==> src/rtl/queue.sv <==
// Circular-buffer FIFO with registered DATA_OUT, FULL, EMPTY and COUNT.
// Define QUEUE_ERR_EN to build the sticky overflow/underflow ERR flag; otherwise ERR is tied low.
module queue #(
    parameter int DATA_WIDTH = 8,
    parameter int DEPTH      = 4
) (
    input  logic                     CLK,
    input  logic                     RST,
    input  logic                     PUSH,
    input  logic                     POP,
    input  logic [DATA_WIDTH-1:0]    DATA_IN,
    output logic [DATA_WIDTH-1:0]    DATA_OUT,
    output logic                     FULL,
    output logic                     EMPTY,
    output logic [$clog2(DEPTH):0]   COUNT,
    output logic                     ERR
);

    localparam int PTR_W = $clog2(DEPTH);
    localparam int CNT_W = $clog2(DEPTH) + 1;

    logic [DATA_WIDTH-1:0] mem [DEPTH];
    logic [PTR_W-1:0]      wr;
    logic [PTR_W-1:0]      rd;
    logic [PTR_W-1:0]      wr_next;
    logic [PTR_W-1:0]      rd_next;
    logic [CNT_W-1:0]      count_next;
    logic                  push_ok;
    logic                  pop_ok;

    // Accept decisions use the registered flags, so upstream sees a stable view.
    assign push_ok = PUSH & ~FULL;
    assign pop_ok  = POP & ~EMPTY;

    // Explicit wrap compare keeps non-power-of-two depths correct.
    assign wr_next = (wr == PTR_W'(DEPTH - 1)) ? '0 : wr + 1'b1;
    assign rd_next = (rd == PTR_W'(DEPTH - 1)) ? '0 : rd + 1'b1;

    always_comb begin
        count_next = COUNT;
        case ({push_ok, pop_ok})
            2'b10:   count_next = COUNT + 1'b1;
            2'b01:   count_next = COUNT - 1'b1;
            default: count_next = COUNT;
        endcase
    end

    // Storage is deliberately left uninitialised by reset.
    always_ff @(posedge CLK) begin
        if (!RST && push_ok) begin
            mem[wr] <= DATA_IN;
        end
    end

    always_ff @(posedge CLK) begin
        if (RST) begin
            wr       <= '0;
            rd       <= '0;
            COUNT    <= '0;
            DATA_OUT <= '0;
            FULL     <= 1'b0;
            EMPTY    <= 1'b1;
        end else begin
            if (push_ok) begin
                wr <= wr_next;
            end
            if (pop_ok) begin
                DATA_OUT <= mem[rd];
                rd       <= rd_next;
            end
            COUNT <= count_next;
            FULL  <= (count_next == CNT_W'(DEPTH));
            EMPTY <= (count_next == '0);
        end
    end

`ifdef QUEUE_ERR_EN
    // Any request against the wrong flag is sticky until reset, even if paired with a valid one.
    always_ff @(posedge CLK) begin
        if (RST) begin
            ERR <= 1'b0;
        end else if ((PUSH && FULL) || (POP && EMPTY)) begin
            ERR <= 1'b1;
        end
    end
`else
    assign ERR = 1'b0;
`endif

endmodule

==> config.mk <==
export PLATFORM = sky130hd
export DESIGN_NAME = queue
export DESIGN_NICKNAME = d
export VERILOG_FILES = /design/src/rtl/queue.sv
export SDC_FILE = /design/constraint.sdc
export NUM_CORES = 1
export LEC_CHECK = 0
export CAP_MARGIN = 20
export CORE_ASPECT_RATIO = 1.4
export CORE_MARGIN = 5
export CORE_UTILIZATION = 45
export DETAILED_ROUTE_END_ITERATION = 10
export PLACE_DENSITY = 0.67
export RECOVER_POWER = 25
export SLEW_MARGIN = 20
export SYNTH_ARGS = -nofsm -noshare
export SYNTH_HDL_FRONTEND = slang
export SYNTH_SLANG_ARGS = --single-unit
==> constraint.sdc <==
create_clock -name CLK -period 6.9 [get_ports CLK]
set_input_delay 0.69 -clock CLK [delete_from_list [all_inputs] [get_ports CLK]]
set_output_delay 0.69 -clock CLK [all_outputs]
set_load 0.02 [all_outputs]
==> flow_summary.ini, run 1 <==
[drt]
wl_mm = 3.218
via_per_inst = 5.295
wl_per_cell_um = 15.55
num_vias = 1096
drc = 0
first_pass_iters = 4
dr.first_iter.drc_count = 39
ant_nets = 0

[layout]
final_cells = 207
fin_nets = 180
drive_gt1_frac = 0.09259
mostFrequentLayoutCell = edfxtp_1
area_growth_pct = 16.77
antenna_cells = 0
most-common-layout-cells = edfxtp_1 (32), nand2_1 (20), clkdlybuf4s50_1 (18)
nFillCells = 358

[clocking]
post_cts_buffers = 0
hold_buffers = 0
cts-htree-levels = 2
cts_tree = built
cts_resized = 0
clk_pin_slew_worst_paths_ns = 0.08
cts_buffers = 5
clk_latency_ns = 0.30
clockBufferDepth = 2
ctsRootBufferMaster = clkbuf_8
cts_sinks = 49

[synth]
synth_area_leaders = edfxtp_1 (49%), dfxtp_1 (17%), mux4_2 (9.2%)
seq_area_frac_synth = 0.6658
synth_top_cell_area_share = 0.4917
ys_ff_latch = 49
synth_edf_count = 32
ys.flop_type = edfxtp_1
synthArstFlopShare = 0
syn_inst = 138
yosysWarnings = 0
yosysTopAreaCell = edfxtp_1
postSynthAreaPerCell_um2 = 14.16
syn-cell-area_um2 = 1954
synth_cell_type_count = 30
syn-num-nets = 157

[power]
ir_worst_vdd_mv = 0.1447
powerDensity_nw_per_um2 = 283.3
p_leak_nw = 0.7903

[timing]
rsz0062_at_grt = false
tightest_slew_ns = 0.6344
clock.fmax_ghz = 0.3530
fin_crit_sh = 0.4106
slew_headroom = 0.5765
hold_viol = 0
skew_ns = 0.007746
setup_tns_ns = 0
setup_viol = 0
slew_violations = 0
fin_crit_ns = 2.833

[global_route]
antenna_found_initial = 0
grt_max_degree = 18
overflow = 0
grt_usage = 0.1236
grt_pass1_vias = 1117
grt_pass1_wl_mm = 5.181

[floorplanning]
die_area_um2 = 5780
dieWidth_um = 65.70
rows = 28
initial_core_util = 0.4649
ios = 26
die_y_um = 87.98
coreArea_um2 = 4204

[run_status]
outcome = finished clean

[critical_path]
crit_required_ns = 7.12
cp-end-kind = flop
worstPathArrival_ns = 3.05
crit_path_start_kind = input pin
worst-setup-path-type = in -> reg
critPathMaxFanout = 11

[hold_path]
hold_class = reg -> reg

[placement]
portBuffers = 24
place_inst = 199
gp_congestion = 0.7320
dpl.hpwl_mm = 2.242

[run]
max-cap-violations = 0
==> worst paths after layout <==
| path | endpoint | from | cells past startpoint | slack [ns] |
|---|---|---|---|---|
| max | FULL | POP | 9 | 4.07 |
| min | DATA_OUT[3] | DATA_OUT[3] | 2 | 0.46 |
| max reg2reg | FULL | EMPTY | 8 | 4.52 |
| min reg2reg | DATA_OUT[3] | DATA_OUT[3] | 2 | 0.46 |
==> worst max-delay path, cell delays in order <==
cell and delay (ns):
clkdlybuf4s50_1 0.45, nand2b_1 0.22, inv_2 0.25, ha_1 0.21, inv_1 0.06, fa_1 0.40
xor2_1 0.20, or3_1 0.36, a211oi_2 0.21
==> synth_stat cells (2+ instances only) <==
cell	number
nand2_1	20
a21oi_1	12
edfxtp_1	32
inv_1	7
nor2_1	7
mux2i_1	2
xor2_1	2
buf_2	2
ha_1	6
buf_4	2
mux4_2	8
and3_1	4
dfxtp_1	17
==> power breakdown <==
| part | switching, W | leakage, nW | internal [W] |
|---|---|---|---|
| sequential | 0.0000191 | 0.430 | 0.000335 |
| clock | 0.0000849 | 0.0399 | 0.0000706 |
| combinational | 0.0000717 | 0.321 | 0.0000649 |
==> cell type report <==
| type | count | area (um2) | area share |
|---|---|---|---|
| Inverter | 8 | 30.03 | 0.01316 |
| Clock inverter | 1 | 3.754 | 0.001645 |
| Multi-Input combinational cell | 73 | 574.3 | 0.2516 |
| Clock buffer | 7 | 76.32 | 0.03344 |
| Tap cell | 45 | 56.30 | 0.02467 |
| Sequential cell | 49 | 1301 | 0.5702 |
| Timing Repair Buffer | 24 | 240.2 | 0.1053 |
==> layer usage <==
metal / global-route usage / vias up / routed length [um]
met2: 0.2044 / 22 / 1639
met4: 0.06226 / 0 / 50
met5: 0 / - / 0
met1: 0.1432 / 536 / 1384
met3: 0.03979 / 6 / 144
li1: - / 532 / -
==> cell families after synthesis <==
| group | synth area share |
|---|---|
| flops | 0.6658 |
| mux | 0.1024 |
| xor+xnor | 0.008965 |
| compound gates | 0.05058 |
| fa+ha+maj | 0.04865 |
| simple gates | 0.08131 |
| other cells | 0.001919 |
| buf+inv | 0.04032 |
==> flip-flops by register name (all words and copies together) (netlist names) <==
name and count:
mem 32, COUNT 3, FULL 1, wr 2, EMPTY 1, rd 2, DATA_OUT 8
==> stage by stage <==
stage | setup WS (ns) | cell area (um2) | hold WS [ns] | utilization | power, W
floorplan | 4.390 | 1954 | 0.4692 | - | 0.0004522
global placement | 3.815 | 2202 | 0.4476 | 0.5238 | 0.0004953
detailed placement | 3.746 | 2202 | 0.4512 | 0.5238 | 0.0005005
CTS | 4.061 | 2282 | 0.4616 | 0.5429 | 0.0006540
global route | 3.912 | 2282 | 0.4880 | 0.5429 | 0.0006811
finish | 4.067 | 2282 | 0.4563 | 0.5429 | 0.0006466
Power figures use the tool's default switching activity.
==> inputs of run 2 (changes only) <==
- clock period: 6.9 -> 2.9 ns (I/O delays scaled with it)
==> run 2 against run 1 <==
Clock power up 140%. Clock skew grew 0.0025 ns. First-iteration DRC count increased by 31%. Via count rose by 0.46%. Sequential share of layout area decreased by 0.59 points. Critical path depth stayed put. Cell count rose by 1.4%. Core utilization rose by 0.57 points. Register-to-register slack got worse by 3.8 ns. Design area up 1.0%. Wire length rose by 0.44%. Die area unchanged.
==> flow_summary.ini, run 2 (same netlist as run 1, synthesis figures left out) <==
[critical_path]
slowest_delay_ns = 0.45
critPathMaxFanout = 11
rr_startpoint = EMPTY
worst-setup-path-type = in -> reg
path_cells = clkdlybuf4s50_1 -> nand2b_1 -> inv_2 -> ha_1 -> inv_1 -> fa_1 -> xor2_1 -> or3_1 -> a211oi_2
r2r_slack_ns = 0.73
r2r_cells = 8
crit_path_start_kind = input pin
cp_slowest_cell = clkdlybuf4s50_1
worstPathArrival_ns = 2.45
cp-end-kind = flop
critical_path.reg2reg.endpoint = FULL
crit_start = POP
crit_required_ns = 3.13

[clocking]
clk_pin_slew_worst_paths_ns = 0.09
cts_buffers = 5
post_cts_buffers = 0
ctsRootBufferMaster = clkbuf_8
clk_latency_ns = 0.30
cts_sinks = 49
cts_tree = built
cts_resized = 0
cts-htree-levels = 2
hold_buffers = 0
clockBufferDepth = 2

[timing]
clock.fmax_ghz = 0.4505
setup_viol = 0
slew_violations = 0
hold_ws_ns = 0.4558
skew_ns = 0.01029
tightest_slew_ns = 0.6272
slew_headroom = 0.5813
rsz0062_at_grt = false
fin_crit_ns = 2.220
setup_tns_ns = 0
fin_crit_sh = 0.7655
hold_viol = 0

[hold_path]
hold_start = DATA_OUT[3]
hold_depth = 2
whs_endpoint = DATA_OUT[3]
hold_class = reg -> reg

[placement]
dpl_cell_area_um2 = 2225
gp_congestion = 0.7907
dpl.hpwl_mm = 2.250
portBuffers = 24
place_inst = 202

[drt]
dr.first_iter.drc_count = 51
num_vias = 1101
wl_per_cell_um = 15.39
wl_mm = 3.232
ant_nets = 0
via_per_inst = 5.243
drc = 0
first_pass_iters = 4

[floorplanning]
ios = 26
die_area_um2 = 5780
die_y_um = 87.98
rows = 28
initial_core_util = 0.4649
coreArea_um2 = 4204
dieWidth_um = 65.70

[global_route]
antenna_found_initial = 0
grt_usage = 0.1247
grt_max_degree = 18
grt_pass1_wl_mm = 5.223
overflow = 0
grt_pass1_vias = 1080

[power]
powerDensity_nw_per_um2 = 670.1
pwr-share-clk = 0.239
switching_share = 0.2748
p_comb_frac = 0.216
intPower_w = 0.001121
pwr-share-seq = 0.545
ir_worst_vdd_mv = 0.3347
power.switching_w = 0.0004246
finalPower_w = 0.001545
p_leak_nw = 0.8036

[layout]
final_area_um2 = 2306
drive_gt1_frac = 0.1152
largest_registers = mem: 32 flops, DATA_OUT: 8 flops, COUNT: 3 flops
area_growth_pct = 17.99
largest_reg_flops = 32
mostFrequentLayoutCell = edfxtp_1
most-common-layout-cells = edfxtp_1 (32), nand2_1 (20), clkdlybuf4s50_1 (18)
largest-register = mem
fin_nets = 183
final_cells = 210
nFillCells = 351
antenna_cells = 0

[run]
max-cap-violations = 0

[run_status]
outcome = finished clean
## run 2: cell count changes in the layout (fill, tap and decap cells not counted)
| cell | change |
|---|---|
| buf_4 | +3 |
| clkbuf_1 | -2 |
| clkinv_1 | +1 |
| clkinvlp_2 | +1 |
## run 2: through the flow
stage | worst slack [ns] | utilization
floorplan | 0.6126 | -
global placement | 0.4132 | 0.5292
detailed placement | 0.3641 | 0.5292
CTS | 0.6697 | 0.5485
global route | 0.5374 | 0.5485
finish | 0.6801 | 0.5485
## run 2: worst max-delay path by stage
stage,slack (ns),cells after the start,endpoint
after floorplan,0.61,10,FULL
after global placement,0.41,9,FULL
after detailed placement,0.36,9,FULL
after CTS,0.67,9,FULL
after global routing,0.54,9,FULL
final,0.68,9,FULL
## run 2: worst max-delay path: cells and delay by family
kind                     cells  cell delay (ns)
buffers and inverters        3             0.69
AND/OR/NAND/NOR              2             0.44
XOR/XNOR                     1             0.20
adder cells (fa/ha/maj)      2             0.61
AO/OA/AOI/OAI                1             0.22
## run 2: power groups by stage
stage | sequential (W) | clock, W | combinational (W)
floorplan | 0.000880 | 0 | 0.000196
global placement | 0.000858 | 0 | 0.000327
detailed placement | 0.000861 | 0 | 0.000338
CTS | 0.000845 | 0.000384 | 0.000339
global route | 0.000851 | 0.000419 | 0.000366
finish | 0.000842 | 0.000369 | 0.000334
## run 2: layout make-up
class,instances,area [um2],area share
Multi-Input combinational cell,73,574.3,0.2491
Inverter,8,30.03,0.01302
Tap cell,45,56.30,0.02442
Timing Repair Buffer,27,262.8,0.1139
Clock inverter,3,12.51,0.005426
Sequential cell,49,1301,0.5643
Clock buffer,5,68.82,0.02984
## run 2: routing by layer
| metal | up-vias | wire length [um] | GRT usage |
|---|---|---|---|
| met3 | 5 | 139 | 0.03979 |
| met4 | 0 | 63 | 0.05660 |
| li1 | 539 | - | - |
| met2 | 24 | 1712 | 0.2053 |
| met1 | 533 | 1317 | 0.1480 |
| met5 | - | 0 | 0 |
==> inputs of run 3 (changes only) <==
- clock period: 2.9 -> 2.1 ns (I/O delays scaled with it)
==> run 3 against run 2 <==
Register-to-register slack worse by 0.52 ns. Count of clock-buffer cells in the layout stayed put. Wire length is 5.4% higher. Worst setup slack worse by 0.51 ns. Hold slack better by 0.0051 ns. First-iteration DRC count is 22% higher. Cell count is 1.9% higher. Clock skew is 0.0083 ns lower. Total power is 46% higher. Critical path type unchanged. Largest power group unchanged.
==> flow_summary.ini, run 3 (same netlist as run 1, synthesis figures left out) <==
[global_route]
grt_pass1_vias = 1256
grt_max_degree = 18
grt_pass1_wl_mm = 5.754
overflow = 0
antenna_found_initial = 0
grt_usage = 0.1364

[critical_path]
crit_path_frequent_cell = inv_1
crit_path_start_kind = input pin
crit_buf_inv = 3
worst-setup-path-type = in -> reg
critPathMaxFanout = 2
cp_slowest_cell = clkdlybuf4s50_1
worstPathArrival_ns = 2.13
crit_required_ns = 2.30
slowest_delay_ns = 0.45
path_cells = clkdlybuf4s50_1 -> nor2b_1 -> inv_1 -> ha_4 -> inv_1 -> fa_2 -> and3b_1 -> a31oi_1 -> o31ai_1
crit_family = buffers and inverters
cp-end-kind = flop

[layout]
drive_gt1_frac = 0.1775
area_growth_pct = 21.96
multi_input_area_um2 = 604.3
fin_nets = 187
most-common-layout-cells = edfxtp_1 (32), nand2_1 (20), clkdlybuf4s50_1 (18)
nFillCells = 351
final_area_um2 = 2384
mostFrequentLayoutCell = edfxtp_1
register_area_um2 = 1305
utilization = 0.5670
largest_registers = mem: 32 flops, DATA_OUT: 8 flops, COUNT: 3 flops
final_cells = 214
largest-register = mem
largest_reg_flops = 32
antenna_cells = 0

[clocking]
clk_pin_slew_worst_paths_ns = 0.09
cts_sinks = 49
ctsRootBufferMaster = clkbuf_8
cts_resized = 0
cts-htree-levels = 2
cts_tree = built
clk_latency_ns = 0.31
hold_buffers = 0
clockBufferDepth = 2
cts_buffers = 5
post_cts_buffers = 0

[power]
ir_worst_vdd_mv = 0.4499
powerDensity_nw_per_um2 = 944.8
p_leak_nw = 0.8370

[timing]
hold_ws_ns = 0.4609
fin_crit_ns = 1.932
clock.fmax_ghz = 0.5176
hold_viol = 0
skew_ns = 0.002004
setup_viol = 0
rsz0062_at_grt = false
fin_crit_sh = 0.9199
slew_violations = 0
finalWorstSetupSlack_ns = 0.1681

[hold_path]
hold_class = reg -> reg

[floorplanning]
die_y_um = 87.98
initial_core_util = 0.4649
ios = 26
coreArea_um2 = 4204
dieWidth_um = 65.70
rows = 28
die_area_um2 = 5780

[drt]
via_per_inst = 5.313
ant_nets = 0
wl_per_cell_um = 15.93
num_vias = 1137
first_pass_iters = 4
drc = 0
wl_mm = 3.408
dr.first_iter.drc_count = 62

[placement]
dpl.hpwl_mm = 2.333
gp_congestion = 0.7677
dpl_cell_area_um2 = 2288
place_inst = 206
pre_cts_ws_ns = -0.1465
portBuffers = 24

[run_status]
outcome = finished clean

[run]
max-cap-violations = 0
## run 3: tightest hold or removal path, stage by stage (launching register included)
cell and delay [ns]:
dfxtp_1 0.32, nand2_1 0.05, a21oi_1 0.05
## run 3: worst paths after layout
check | startpoint | to | slack [ns] | cells after the start
worst min-delay path | DATA_OUT[7] | DATA_OUT[7] | 0.46 | 2
worst min register to register | DATA_OUT[7] | DATA_OUT[7] | 0.46 | 2
worst max register to register | EMPTY | FULL | 0.21 | 8
worst max-delay path | PUSH | EMPTY | 0.17 | 9
## run 3: cell type report
cell class,count,share of cell area
Multi-Input combinational cell,73,0.2535
Clock buffer,5,0.02887
Sequential cell,49,0.5475
Timing Repair Buffer,31,0.1228
Clock inverter,3,0.01102
Inverter,8,0.01260
Tap cell,45,0.02362
## run 3: metrics by stage
step	total power, W	setup TNS (ns)
after floorplan	0.001519	0
after global placement	0.001691	-0.1481
after detailed placement	0.001712	-0.3527
after CTS	0.002281	0
after global routing	0.002383	0
final	0.002252	0
## run 3: power by group
group	total, W	internal [W]	switching, W	leakage, nW
logic	0.000528	0.000260	0.000268	0.365
registers	0.00115	0.00111	0.0000460	0.430
clock network	0.000572	0.000242	0.000330	0.0423
## run 3: layer usage
| metal | track usage | wire [um] |
|---|---|---|
| met5 | 0 | 0 |
| met2 | 0.2591 | 1905 |
| met1 | 0.1324 | 1288 |
| met4 | 0.06226 | 69 |
| met3 | 0.03979 | 145 |
